$ cat src/rtl/ctrl_pkg.sv
// Shared types and encodings for the datapath control sequencer.
package ctrl_pkg;

  typedef enum logic [1:0] {
    ST_IDLE  = 2'd0,
    ST_FETCH = 2'd1,
    ST_EXEC  = 2'd2,
    ST_HALT  = 2'd3
  } state_t;

  localparam logic [6:0] OP_IMM    = 7'b0010011;
  localparam logic [6:0] OP_BRANCH = 7'b1100011;

  localparam logic [2:0] F3_ADDI = 3'b000;
  localparam logic [2:0] F3_BNE  = 3'b001;

  localparam logic ALU_ADD = 1'b0;
  localparam logic ALU_SUB = 1'b1;

endpackage

$ cat src/rtl/datapath_ctrl_imm_gen.sv
// Immediate generator: I-type or B-type sign extension chosen by opcode.
module imm_gen
  import ctrl_pkg::*;
(
  input  logic [31:0] instr,
  output logic [31:0] imm
);

  // Select the immediate format from the opcode field; unknown formats give zero.
  always_comb begin
    imm = 32'h0000_0000;
    case (instr[6:0])
      OP_IMM:    imm = {{20{instr[31]}}, instr[31:20]};
      OP_BRANCH: imm = {{19{instr[31]}}, instr[31], instr[7], instr[30:25], instr[11:8], 1'b0};
      default:   imm = 32'h0000_0000;
    endcase
  end

endmodule

$ cat src/rtl/datapath_ctrl.sv
// Multi-cycle control sequencer: fetches, decodes addi/bne/ecall and steers
// the register-file / ALU datapath. One EXEC cycle follows every fetch.
module datapath_ctrl
  import ctrl_pkg::*;
#(
  parameter logic [31:0] RESET_PC   = 32'h0000_0000,
  parameter logic [31:0] HALT_INSTR = 32'h0000_0073
) (
  input  logic        clk,
  input  logic        rst_n,
  input  logic        start,
  output logic        imem_req,
  output logic [31:0] imem_addr,
  input  logic        imem_valid,
  input  logic [31:0] imem_rdata,
  input  logic        eq,
  output logic [4:0]  ad1,
  output logic [4:0]  ad2,
  output logic [4:0]  ad3,
  output logic        we3,
  output logic [31:0] imm_op,
  output logic        alu_src,
  output logic        alu_ctrl,
  output logic [31:0] pc,
  output logic        busy,
  output logic        halted,
  output logic        illegal
);

  state_t      state_r, state_s;
  logic [31:0] pc_r, pc_s;
  logic [31:0] ir_r, ir_s;
  logic        halted_r, halted_s;
  logic        illegal_r, illegal_s;

  logic [31:0] imm_s;
  logic        is_halt_s, is_addi_s, is_bne_s;
  logic [31:0] pc_plus4_s;
  logic [31:0] target_s;

  imm_gen u_imm_gen (
    .instr (ir_r),
    .imm   (imm_s)
  );

  // Classify the held instruction; the halt encoding takes priority over any decode.
  always_comb begin
    is_halt_s  = (ir_r == HALT_INSTR);
    is_addi_s  = !is_halt_s && (ir_r[6:0] == OP_IMM)    && (ir_r[14:12] == F3_ADDI);
    is_bne_s   = !is_halt_s && (ir_r[6:0] == OP_BRANCH) && (ir_r[14:12] == F3_BNE);
    pc_plus4_s = pc_r + 32'd4;
    target_s   = pc_r + imm_s;
  end

  // Datapath controls are live only during EXEC of a supported instruction.
  always_comb begin
    ad1      = 5'd0;
    ad2      = 5'd0;
    ad3      = 5'd0;
    we3      = 1'b0;
    imm_op   = 32'h0000_0000;
    alu_src  = 1'b0;
    alu_ctrl = ALU_ADD;
    if (state_r == ST_EXEC) begin
      if (is_addi_s) begin
        ad1     = ir_r[19:15];
        ad3     = ir_r[11:7];
        we3     = (ir_r[11:7] != 5'd0);
        imm_op  = imm_s;
        alu_src = 1'b1;
      end else if (is_bne_s) begin
        ad1      = ir_r[19:15];
        ad2      = ir_r[24:20];
        imm_op   = imm_s;
        alu_ctrl = ALU_SUB;
      end else begin
        we3 = 1'b0;
      end
    end else begin
      we3 = 1'b0;
    end
  end

  // Next-state, PC, IR and sticky status computation.
  always_comb begin
    state_s   = state_r;
    pc_s      = pc_r;
    ir_s      = ir_r;
    halted_s  = halted_r;
    illegal_s = illegal_r;
    case (state_r)
      ST_IDLE, ST_HALT: begin
        if (start) begin
          pc_s      = RESET_PC;
          halted_s  = 1'b0;
          illegal_s = 1'b0;
          state_s   = ST_FETCH;
        end else begin
          state_s = state_r;
        end
      end
      ST_FETCH: begin
        if (imem_valid) begin
          ir_s    = imem_rdata;
          state_s = ST_EXEC;
        end else begin
          state_s = ST_FETCH;
        end
      end
      ST_EXEC: begin
        if (is_halt_s) begin
          halted_s = 1'b1;
          state_s  = ST_HALT;
        end else if (is_addi_s) begin
          pc_s    = pc_plus4_s;
          state_s = ST_FETCH;
        end else if (is_bne_s) begin
          if (eq) begin
            pc_s    = pc_plus4_s;
            state_s = ST_FETCH;
          end else if (target_s[1]) begin
            halted_s  = 1'b1;
            illegal_s = 1'b1;
            state_s   = ST_HALT;
          end else begin
            pc_s    = target_s;
            state_s = ST_FETCH;
          end
        end else begin
          halted_s  = 1'b1;
          illegal_s = 1'b1;
          state_s   = ST_HALT;
        end
      end
      default: state_s = ST_IDLE;
    endcase
  end

  // Sequencer state registers with asynchronous reset.
  always_ff @(posedge clk or negedge rst_n) begin
    if (!rst_n) begin
      state_r   <= ST_IDLE;
      pc_r      <= RESET_PC;
      ir_r      <= 32'h0000_0000;
      halted_r  <= 1'b0;
      illegal_r <= 1'b0;
    end else begin
      state_r   <= state_s;
      pc_r      <= pc_s;
      ir_r      <= ir_s;
      halted_r  <= halted_s;
      illegal_r <= illegal_s;
    end
  end

  // Status and fetch interface derived directly from registered state.
  always_comb begin
    imem_req  = (state_r == ST_FETCH);
    imem_addr = pc_r;
    pc        = pc_r;
    busy      = (state_r == ST_FETCH) || (state_r == ST_EXEC);
    halted    = halted_r;
    illegal   = illegal_r;
  end

endmodule

$ cat config.mk
export PLATFORM = sky130hd
export DESIGN_NAME = datapath_ctrl
export DESIGN_NICKNAME = d
export VERILOG_FILES = /design/src/rtl/ctrl_pkg.sv /design/src/rtl/datapath_ctrl_imm_gen.sv /design/src/rtl/datapath_ctrl.sv
export SDC_FILE = /design/constraint.sdc
export NUM_CORES = 1
export LEC_CHECK = 0
export ABC_AREA = 1
export CAP_MARGIN = 20
export CORE_UTILIZATION = 48
export CTS_BUF_LIST = sky130_fd_sc_hd__clkbuf_2
export DETAILED_ROUTE_END_ITERATION = 10
export HOLD_SLACK_MARGIN = 0.08
export PLACE_DENSITY = 0.78
export SYNTH_ARGS = -nofsm -noshare
export SYNTH_HDL_FRONTEND = slang
export SYNTH_SLANG_ARGS = --single-unit
$ cat constraint.sdc
create_clock -name clk -period 2.8 [get_ports clk]
set_clock_uncertainty 0.05 [all_clocks]
set_input_delay 0.56 -clock clk [delete_from_list [all_inputs] [get_ports clk]]
set_output_delay 0.56 -clock clk [all_outputs]
set_load 0.02 [all_outputs]
==> out/metrics.csv, run 1 <==
metric,value,unit
status,"finished, violations left",
failed_checks,setup timing,
mappedNetlistArea,0.00684,mm2
pin_count,155,
clkLatencyLatePin,0.61,ns
p_int,2.57,mW
die_h,121,um
die_area,0.0147,mm2
slew-limit-headroom,47.1,%
initial_utilization,49.3,%
setup-violations-final,70,
all_layer_global_routing_usage,35.6,%
finalWeightedCongestion,0.996,
drt_first_pass_iters,6,
total_leakage_power,4.83,nW
grt_pass1_wl,40.2,mm
r2r.worst_path.cells,24,
syn_inst,1084,
chipWidth,121,um
post_drt_via_cell_ratio,5.77,
clock_sinks,67,
finalHoldViolCount,0,
cell_variety_after_synth,42,
final.setup.worst_slack,-0.256,ns
crit_type,flip-flop to primary output,
global_route_met3_utilization,7.33,%
wl,27.8,mm
power_per_cell_area,488,mW/mm2
total_via_count_after_detailed_routing,8566,
cts_inserted_buffers,9,
grt_start_max_net_pins,68,
n_fill_cell,1067,
grt_antenna_before_repair,1,
worst-path-max-fanout,20,
max_cap_viol_count,0,
tritoncts,done,
min_path_type,input port to async pin,
synthToLayoutAreaGrowth,49.7,%
timing.final.crit_period,3.06,ns
p_switching,2.43,mW
startpoint_types,flip-flop,
end_kind,primary output,
h-tree-depth,3,
synth_area_per_cell,6.31,um2
drt_iter0_markers,825,
p_sw_share,48.5,%
cts-root-to-sink-buffers,2,
setup_repair_after_global_routing_missed_its_margin,true,
fin_util,73.7,%
clock_pin_slew_of_the_registers_on_the_worst_case_setup_and_hold_paths,0.26,ns
num-nets-final,1356,
io_buffer_count,152,
placedInstanceArea,0.00884,mm2
met2_track_demand_over_resource,61.8,%
worst-endpoint-required,2.19,ns
ir_worst_vdd,778,uV
root_buffer,clkbuf_2,
min_period_over_period,109,%
layout-drive-gt1-share,32.6,%
floorplan.rows,43,
max_freq,327,MHz
core_region_area,0.0139,mm2
detailed_place_hpwl,18.6,mm
ant_nets,0,
detail_route.drc_violations,0,
slew_violations,0,
ys_seq_elements,67,
comb_pwr_share,54.5,%
worst_slew_pin_slew,0.783,ns
grt_busiest_layer,met2,
first_global_vias,7855,
dpl.cell_count,1427,
register_area_share_after_synthesis,24.5,%
design_power_total,5.00,mW
setup_tns,-10.71,ns
postLayoutCellArea,0.0102,mm2
fin_cells,1485,
critPathArrivalTime,2.45,ns
p_seq_share,32.1,%
synth-warning-count,0,
clockPowerShare,13.4,%
overflow,0,
gr-usage-met1,40.4,%
drt-wirelength-per-cell,18.7,um
==> metal layers <==
| layer | vias to the layer above | share of wire (%) |
|---|---|---|
| li1 | 3907 | - |
| met1 | 4025 | 37 |
| met2 | 492 | 49 |
| met3 | 142 | 7.6 |
| met4 | 0 | 6.3 |
| met5 | - | 0 |
==> placed cells by master (no fill, tap or decap), drive strengths merged, types with 2 or more instances in the layout <==
cell / netlist / routed
a21oi: 65 / 65
clkbuf: 30 / 10
ha: 20 / 20
nor3: 14 / 14
conb: 1 / 2
nor4: 11 / 11
nor2: 147 / 147
o41ai: 16 / 16
clkinv: 0 / 4
o22ai: 10 / 10
xnor2: 4 / 4
or2: 2 / 2
nand3b: 6 / 6
o21ai: 49 / 49
o211ai: 2 / 2
nand2: 296 / 296
mux2: 7 / 7
nand3: 91 / 91
nand4: 24 / 24
clkdlybuf4s50: 0 / 101
inv: 128 / 129
a31oi: 2 / 2
xor2: 23 / 23
buf: 64 / 193
o221ai: 2 / 2
dfrtp: 67 / 67
==> critical path, stage by stage (launching register included) <==
cell and delay (ns):
dfrtp_1 0.49, inv_2 0.11, nand3_4 0.09, nor2_4 0.13, nand4_1 0.13, nor2_2 0.24
nor2_4 0.07, buf_6 0.15, nor2_4 0.12, buf_12 0.15, buf_4 0.15
==> layout make-up <==
type | instances | area, um2 | share of cell area, %
Multi-Input combinational cell | 796 | 4970 | 48.6
Timing Repair Buffer | 297 | 2740 | 26.8
Sequential cell | 67 | 1680 | 16.4
Inverter | 128 | 497 | 4.85
Tap cell | 180 | 225 | 2.20
Clock inverter | 7 | 73.8 | 0.721
Clock buffer | 9 | 45.0 | 0.440
Antenna cell | 1 | 2.50 | 0.0245
==> repair_timing <==
action / 4_1_cts / 5_1_grt
gates cloned: 2 / 1
endpoints found under the hold margin: 67 / 0
pin swaps: 17 / 42
gates resized for setup: 304 / 214
setup buffers: 20 / 22
endpoints found under the setup margin: 71 / 83
hold buffers: 1 / 0
==> per-stage QoR <==
step	hold slack, ns	setup slack, ns
2_1_floorplan	0.214	0.0123
4_1_cts	0.408	-0.129
3_5_place_dp	0.435	-0.398
3_3_place_gp	0.430	-0.354
6_report	0.389	-0.256
5_1_grt	0.423	-0.406
==> path summary, 6_finish.rpt <==
path	start	endpoint	slack, ns
max	ir_r[4]$_DFFE_PN0P_	imm_op[23]	-0.26
min	rst_n	imem_addr[22]$_DFFE_PN0P_	0.39
min in group clk	imem_rdata[10]	ir_r[10]$_DFFE_PN0P_	0.45
max in group asynchronous	rst_n	imem_addr[7]$_DFFE_PN0P_	1.92
min reg2reg	illegal$_DFFE_PN0P_	illegal$_DFFE_PN0P_	0.49
max reg2reg	ir_r[4]$_DFFE_PN0P_	imem_addr[20]$_DFFE_PN0P_	-0.15
==> power by group through the flow <==
stage	registers [mW]	clock network [mW]	logic, mW
after floorplan	1.55	0	1.28
after global placement	1.57	0	2.20
after detailed placement	1.58	0	2.23
after CTS	1.57	0.671	2.43
after global routing	1.64	0.719	2.90
final	1.61	0.670	2.72
==> synthesized netlist by cell type, drive strengths merged <==
cell	instances	share of area, %
nor2	147	9.3
xor2	23	2.9
o31ai	1	0.11
nand3	91	7.2
a21boi	1	0.11
conb	1	0.055
o21ai	49	3.6
buf	64	7.0
xnor2	4	0.51
nor3	14	1.3
or2	2	0.18
o41ai	16	2.0
o211ai	2	0.22
o221ai	2	0.26
clkbuf	30	1.6
nand2	296	17
a21oi	65	4.9
nand3b	6	0.66
a21o	1	0.11
nand4	24	2.2
o22ai	10	0.91
a31oi	2	0.18
inv	128	7.0
ha	20	3.7
mux2	7	1.2
dfrtp	67	25
nor4	11	1.0
==> flip-flops by register name, indices dropped and copies added, names as in the netlist <==
signal and count:
halted 1, illegal 1, ir_r 32, state_r 2, imem_addr 31
==> cell families after synthesis <==
family / count (synthesis) / share of synthesized area [%]
adder cells (fa/ha/maj): 20 / 3.66
multiplexers: 7 / 1.15
buffers and inverters: 222 / 15.6
other: 1 / 0.0548
flip-flops: 67 / 24.5
AND/OR/NAND/NOR: 591 / 39.1
AO/OA/AOI/OAI: 149 / 12.5
XOR/XNOR: 27 / 3.46
(Power assumes the default switching activity.)
==> run 2: changes to the inputs <==
--- a/config.mk
+++ b/config.mk
@@ -6,7 +6,7 @@
 export NUM_CORES = 1
 export LEC_CHECK = 0
 export ABC_AREA = 1
-export CAP_MARGIN = 20
+export CORE_MARGIN = 4
 export CORE_UTILIZATION = 48
 export CTS_BUF_LIST = sky130_fd_sc_hd__clkbuf_2
 export DETAILED_ROUTE_END_ITERATION = 10
==> out/metrics.csv, run 2 (synthesis gave the netlist of run 1 again) <==
metric,value,unit,change
num-nets-final,1388,,was 1356
detailed_place_hpwl,19.0,mm,was 18.6 mm
tritoncts,done,,unchanged
total_leakage_power,5.22,nW,was 4.83 nW
max_freq,314,MHz,was 327 MHz
leading_cell_type_in_the_layout_fill_and_taps_excluded,nand2_1,,unchanged
p_switching,2.78,mW,was 2.43 mW
total_via_count_after_detailed_routing,9272,,was 8566
overflow,0,,unchanged
crit_type,flip-flop to flip-flop,,was flip-flop to primary output
layout-drive-gt1-share,37.3,%,was 32.6%
worst_setup_path_startpoint,ir_r[6]$_DFFE_PN0P_,,was ir_r[4]$_DFFE_PN0P_
all_layer_global_routing_usage,33.1,%,was 35.6%
max_cap_viol_count,0,,unchanged
top_register,ir_r,,unchanged
largest_register_ffs,32,,unchanged
fin_cells,1517,,was 1485
worst_r2r_src,ir_r[6]$_DFFE_PN0P_,,was ir_r[4]$_DFFE_PN0P_
comb_pwr_share,56.4,%,was 54.5%
clockPowerShare,12.5,%,was 13.4%
grt_pass1_wl,43.1,mm,was 40.2 mm
detail_route.drc_violations,0,,unchanged
cts_inserted_buffers,9,,unchanged
min_period_over_period,114,%,was 109%
p_seq_share,31.1,%,was 32.1%
die_area,0.0162,mm2,was 0.0147 mm2
initial_utilization,49.1,%,was 49.3%
pin_count,155,,unchanged
timing.final.crit_period,3.18,ns,was 3.06 ns
core_region_area,0.0139,mm2,about the same
die_h,127,um,was 121 um
p_sw_share,52.1,%,was 48.5%
root_buffer,clkbuf_2,,unchanged
final.setup.worst_slack,-0.383,ns,was -0.256 ns
grt_start_max_net_pins,43,,was 68
worst_slew_pin_slew,0.928,ns,was 0.783 ns
worst-path-max-fanout,6,,was 20
slew_violations,0,,unchanged
failed_checks,setup timing,,unchanged
ir_worst_vdd,897,uV,was 778 uV
setup_repair_after_global_routing_missed_its_margin,true,,unchanged
first_global_vias,8475,,was 7855
finalHoldViolCount,0,,unchanged
drt_first_pass_iters,6,,unchanged
critPathArrivalTime,3.67,ns,was 2.45 ns
min_path_type,input port to async pin,,unchanged
drt-wirelength-per-cell,21.9,um,was 18.7 um
clkLatencyLatePin,0.60,ns,was 0.61 ns
dpl.cell_count,1433,,was 1427
io_buffer_count,152,,unchanged
ant_nets,0,,unchanged
p_int,2.55,mW,was 2.57 mW
clock_pin_slew_of_the_registers_on_the_worst_case_setup_and_hold_paths,0.28,ns,was 0.26 ns
most_used_cells_in_the_layout_excluding_fill_and_tap_cells,"nand2_1 (229), buf_4 (154), inv_1 (105), clkdlybuf4s50_1 (101), nor2_1 (84)",,"was nand2_1 (235), buf_4 (148), inv_1 (109), clkdlybuf4s50_1 (101), nor2_1 (86)"
cts-root-to-sink-buffers,2,,unchanged
worst-endpoint-required,3.29,ns,was 2.19 ns
setup-violations-final,81,,was 70
chipWidth,127,um,was 121 um
grt_antenna_before_repair,1,,unchanged
status,"finished, violations left",,unchanged
h-tree-depth,3,,unchanged
startpoint_types,flip-flop,,unchanged
power_per_cell_area,492,mW/mm2,was 488 mW/mm2
design_power_total,5.33,mW,was 5.00 mW
end_kind,flip-flop,,was primary output
post_drt_via_cell_ratio,6.11,,was 5.77
synthToLayoutAreaGrowth,58.5,%,was 49.7%
clock_sinks,67,,unchanged
slew-limit-headroom,37.3,%,was 47.1%
drt_iter0_markers,1260,,was 825
floorplan.rows,43,,unchanged
finalWeightedCongestion,1.07,,was 0.996
wl,33.2,mm,was 27.8 mm
-- run 2: layout make-up --
cell class	instances	area [um2]
Antenna cell	1	2.50
Clock buffer	9	45.0
Clock inverter	7	67.6
Fill cell	860	3100
Inverter	128	519
Multi-Input combinational cell	796	5180
Sequential cell	67	1680
Tap cell	180	225
Timing Repair Buffer	329	3120
-- run 2: routing by layer --
| layer | GRT usage, % | vias up | share of wire [%] |
|---|---|---|---|
| met3 | 6.77 | 289 | 11 |
| met4 | 20.7 | 0 | 9.4 |
| li1 | - | 3969 | - |
| met2 | 57.0 | 777 | 47 |
| met1 | 37.2 | 4237 | 33 |
| met5 | 0 | - | 0 |
-- run 2: repair_timing --
action,in CTS,in global routing
pin swaps,38,81
setup endpoints to repair,75,81
cloned,1,3
buffers inserted,36,40
hold buffers,1,0
resized for setup,386,236
hold endpoints to repair,25,0
-- run 2: power by group through the flow --
stage          Sequential [mW]  Combinational [mW]  Clock, mW
6_report                  1.66                3.01      0.664
5_1_grt                   1.68                3.11      0.691
4_1_cts                   1.59                2.49      0.633
3_5_place_dp              1.59                2.25          0
3_3_place_gp              1.58                2.21          0
2_1_floorplan             1.55                1.28          0
-- run 2: path summary, 6_finish.rpt --
path / end / slack [ns] / cells after the start
worst max-delay path: imem_addr[10]$_DFFE_PN0P_ / -0.38 / 19
min in group clk: ir_r[10]$_DFFE_PN0P_ / 0.47 / 3
worst max register to register: imem_addr[10]$_DFFE_PN0P_ / -0.38 / 19
max in group asynchronous: ir_r[26]$_DFFE_PN0P_ / 1.56 / 3
worst min register to register: ir_r[2]$_DFFE_PN0P_ / 0.55 / 2
worst min-delay path: imem_addr[19]$_DFFE_PN0P_ / 0.45 / 2
-- run 2: metrics by stage --
| step | worst slack (ns) | utilization (%) | area, um2 | setup TNS (ns) | hold WS (ns) |
|---|---|---|---|---|---|
| after floorplan | 0.0123 | - | 6850 | 0 | 0.214 |
| after global placement | -0.286 | 64.0 | 8910 | -7.16 | 0.428 |
| after detailed placement | -0.319 | 64.0 | 8910 | -9.28 | 0.445 |
| after CTS | -0.179 | 69.8 | 9720 | -6.29 | 0.420 |
| after global routing | -0.494 | 77.8 | 10800 | -27.71 | 0.475 |
| final | -0.383 | 77.8 | 10800 | -23.68 | 0.452 |
-- run 2: worst max-delay path, stage by stage, from the launching register on --
cell      delay, ns
dfrtp_1        0.47
buf_4          0.15
inv_2          0.07
nand3_2        0.14
nor2_4         0.22
inv_4          0.09
buf_6          0.13
nor2_4         0.16
ha_4           0.17
ha_4           0.20
inv_2          0.07
nor2_1         0.07
o211ai_1       0.28
nand2_1        0.14
inv_2          0.10
nand2_4        0.10
inv_8          0.10
buf_12         0.14
o21ai_2        0.06
o22ai_1        0.17
==> run 3: changes to the inputs <==
--- a/config.mk
+++ b/config.mk
@@ -6,12 +6,12 @@
 export NUM_CORES = 1
 export LEC_CHECK = 0
 export ABC_AREA = 1
-export CORE_MARGIN = 4
-export CORE_UTILIZATION = 48
-export CTS_BUF_LIST = sky130_fd_sc_hd__clkbuf_2
+export CORE_MARGIN = 3
+export CORE_UTILIZATION = 47
+export CTS_BUF_LIST = sky130_fd_sc_hd__clkbuf_4 sky130_fd_sc_hd__clkbuf_8 sky130_fd_sc_hd__clkbuf_16
 export DETAILED_ROUTE_END_ITERATION = 10
 export HOLD_SLACK_MARGIN = 0.08
-export PLACE_DENSITY = 0.78
+export PLACE_DENSITY = 0.76
 export SYNTH_ARGS = -nofsm -noshare
 export SYNTH_HDL_FRONTEND = slang
 export SYNTH_SLANG_ARGS = --single-unit
==> out/metrics.csv, run 3 (synthesis gave the netlist of run 1 again) <==
metric,value,unit,change
status,"finished, violations left",,unchanged
most_used_cells_in_the_layout_excluding_fill_and_tap_cells,"nand2_1 (249), buf_4 (129), inv_1 (110), clkdlybuf4s50_1 (101), nor2_1 (96)",,"was nand2_1 (229), buf_4 (154), inv_1 (105), clkdlybuf4s50_1 (101), nor2_1 (84)"
failed_checks,setup timing,,unchanged
critical-path-max-stage-delay,0.45,ns,was 0.47 ns
wl,26.6,mm,was 33.2 mm
critPathArrivalTime,3.15,ns,was 3.67 ns
worst_setup_path_startpoint,ir_r[5]$_DFFE_PN0P_,,was ir_r[6]$_DFFE_PN0P_
min_path_type,input port to async pin,,unchanged
setup_repair_after_global_routing_missed_its_margin,true,,unchanged
setup-violations-final,52,,was 81
tritoncts,done,,unchanged
worst-endpoint-required,2.99,ns,was 3.29 ns
power_per_cell_area,536,mW/mm2,was 492 mW/mm2
grt_pass1_wl,39.9,mm,was 43.1 mm
max_cap_viol_count,0,,unchanged
p_seq_share,30.0,%,was 31.1%
worst_slew_pin_slew,0.952,ns,was 0.928 ns
startpoint_types,flip-flop,,unchanged
total_leakage_power,4.77,nW,was 5.22 nW
leading_cell_type_in_the_layout_fill_and_taps_excluded,nand2_1,,unchanged
slew-limit-headroom,35.7,%,was 37.3%
placedInstanceArea,0.00884,mm2,was 0.00891 mm2
root_buffer,clkbuf_16,,was clkbuf_2
pre_cts_slack,-0.321,ns,was -0.319 ns
crit_buf_inv,4,,was 8
top_register,ir_r,,unchanged
first_global_vias,7737,,was 8475
worst_hold_slack,0.160,ns,was 0.452 ns
clockPowerShare,22.3,%,was 12.5%
grt_antenna_before_repair,0,,was 1
min_period_over_period,106,%,was 114%
p_switching,2.42,mW,was 2.78 mW
comb_pwr_share,47.7,%,was 56.4%
design_power_total,5.29,mW,was 5.33 mW
largest_register_ffs,32,,unchanged
detailed_place_hpwl,19.4,mm,was 19.0 mm
ir_worst_vdd,882,uV,was 897 uV
timing.final.crit_period,2.95,ns,was 3.18 ns
clock_sinks,67,,unchanged
num-nets-final,1334,,was 1388
chipWidth,127,um,about the same
final.setup.worst_slack,-0.154,ns,was -0.383 ns
floorplan.rows,43,,unchanged
layout-drive-gt1-share,28.9,%,was 37.3%
p_sw_share,45.8,%,was 52.1%
drt_first_pass_iters,6,,unchanged
initial_utilization,48.7,%,was 49.1%
finalHoldViolCount,0,,unchanged
postCtsHoldBufs,0,,was 1
overflow,0,,unchanged
ant_nets,0,,unchanged
finalWeightedCongestion,1.02,,was 1.07
synthToLayoutAreaGrowth,44.4,%,was 58.5%
cts_inserted_buffers,9,,unchanged
worst_path_most_repeated_cell,nand2_1,,was inv_2
clkLatencyLatePin,0.36,ns,was 0.60 ns
core_region_area,0.0140,mm2,was 0.0139 mm2
detail_route.drc_violations,0,,unchanged
pin_count,155,,unchanged
slew_violations,0,,unchanged
h-tree-depth,3,,unchanged
post_drt_via_cell_ratio,5.62,,was 6.11
die_area,0.0160,mm2,was 0.0162 mm2
n_fill_cell,1167,,was 860
worst_r2r_src,ir_r[5]$_DFFE_PN0P_,,was ir_r[6]$_DFFE_PN0P_
die_h,127,um,about the same
clock_pin_slew_of_the_registers_on_the_worst_case_setup_and_hold_paths,0.07,ns,was 0.28 ns
crit_type,flip-flop to flip-flop,,unchanged
worst-path-max-fanout,4,,was 6
p_int,2.87,mW,was 2.55 mW
end_kind,flip-flop,,unchanged
io_buffer_count,152,,unchanged
grt_start_max_net_pins,68,,was 43
path_cells,inv_2 -> nand3_4 -> a21oi_4 -> buf_4 -> nand2_1 -> inv_2 -> ha_4 -> nand2_1 -> nor2_2 -> nand3_1 -> nand3_2 -> nand2_1 -> inv_1 -> nand2_1 -> nand3_2 -> nand3_2 -> nand3_1 -> nand2_1 -> nand3_1 -> nand2_1 -> nand2_1 -> nand2_1,,was buf_4 -> inv_2 -> nand3_2 -> nor2_4 -> inv_4 -> buf_6 -> nor2_4 -> ha_4 -> ha_4 -> inv_2 -> nor2_1 -> o211ai_1 -> nand2_1 -> inv_2 -> nand2_4 -> inv_8 -> buf_12 -> o21ai_2 -> o22ai_1
cp_top_family,simple AND/OR/NAND/NOR gates,,was buffers and inverters
drt-wirelength-per-cell,18.2,um,was 21.9 um
total_via_count_after_detailed_routing,8218,,was 9272
max_freq,338,MHz,was 314 MHz
cts-root-to-sink-buffers,2,,unchanged
all_layer_global_routing_usage,31.2,%,was 33.1%
critical_path.slowest_cell,dfrtp_1,,unchanged
drt_iter0_markers,717,,was 1260
postLayoutCellArea,0.00987,mm2,was 0.0108 mm2
antenna_cells_inserted,0,,was 1
run 3: cell types whose count changed in the layout (fill, tap and decap cells not counted), sizes merged:
cell / delta
clkbuf: +3
clkinvlp: -1
buf: -62
clkdlybuf4s15: +1
dlymetal6s2s: +1
diode: -1
inv: +1
dlygate4sd3: -1
dlygate4sd2: +1
nor2: +3
run 3: worst register-to-register path, stage by stage, from the launching register on:
cell     delay (ns)
dfrtp_1        0.45
inv_2          0.14
nand3_4        0.13
a21oi_4        0.27
buf_4          0.17
nand2_1        0.08
inv_2          0.09
ha_4           0.16
nand2_1        0.11
nor2_2         0.16
nand3_1        0.12
nand3_2        0.11
nand2_1        0.07
inv_1          0.06
nand2_1        0.07
nand3_2        0.12
nand3_2        0.10
nand3_1        0.08
nand2_1        0.05
nand3_1        0.10
nand2_1        0.06
nand2_1        0.06
nand2_1        0.04
run 3: power by group through the flow:
stage	combinational, mW	clock, mW	sequential (mW)
final	2.52	1.18	1.59
after global routing	2.72	1.22	1.62
after CTS	2.31	1.18	1.56
after detailed placement	2.22	0	1.58
after global placement	2.19	0	1.57
after floorplan	1.28	0	1.55
run 3: worst paths after layout:
check / end / slack [ns] / cells after the start
min in group clk: ir_r[1]$_DFFE_PN0P_ / 0.47 / 1
worst min-delay path: imem_addr[16]$_DFFE_PN0P_ / 0.16 / 2
max in group asynchronous: imem_addr[4]$_DFFE_PN0P_ / 2.17 / 2
worst max-delay path: imem_addr[30]$_DFFE_PN0P_ / -0.15 / 22
worst max register to register: imem_addr[30]$_DFFE_PN0P_ / -0.15 / 22
worst min register to register: ir_r[1]$_DFFE_PN0P_ / 0.47 / 1
run 3: stage by stage:
step	utilization (%)	setup TNS [ns]	std cells
floorplan	-	0	1085
global placement	63.0	-3.74	1425
detailed placement	63.0	-8.43	1425
CTS	66.1	0	1446
global route	70.3	-10.99	1462
finish	70.3	-3.73	1462
run 3: what timing repair did:
item,CTS,global route
pin swaps,3,48
gates resized for setup,120,300
endpoints found under the setup margin,71,79
gates cloned,1,2
setup buffers,4,14
run 3: cell type report:
class / count / area (um2) / share of cell area (%)
well taps: 180 / 225 / 2.28
flip-flops and latches: 67 / 1680 / 17.0
repair buffers: 272 / 2410 / 24.4
multi-input cells: 799 / 4770 / 48.3
clock buffers: 9 / 225 / 2.28
clock inverters: 7 / 67.6 / 0.684
inverters: 128 / 493 / 4.99
run 3: routing by layer:
metal  track usage (%)  part of all wire (%)  up-vias
li1                  -                     -     3874
met1              36.7                    39     3884
met2              56.6                    51      376
met3              5.43                   6.1       84
met4              11.7                   3.9        0
met5                 0                     0        -
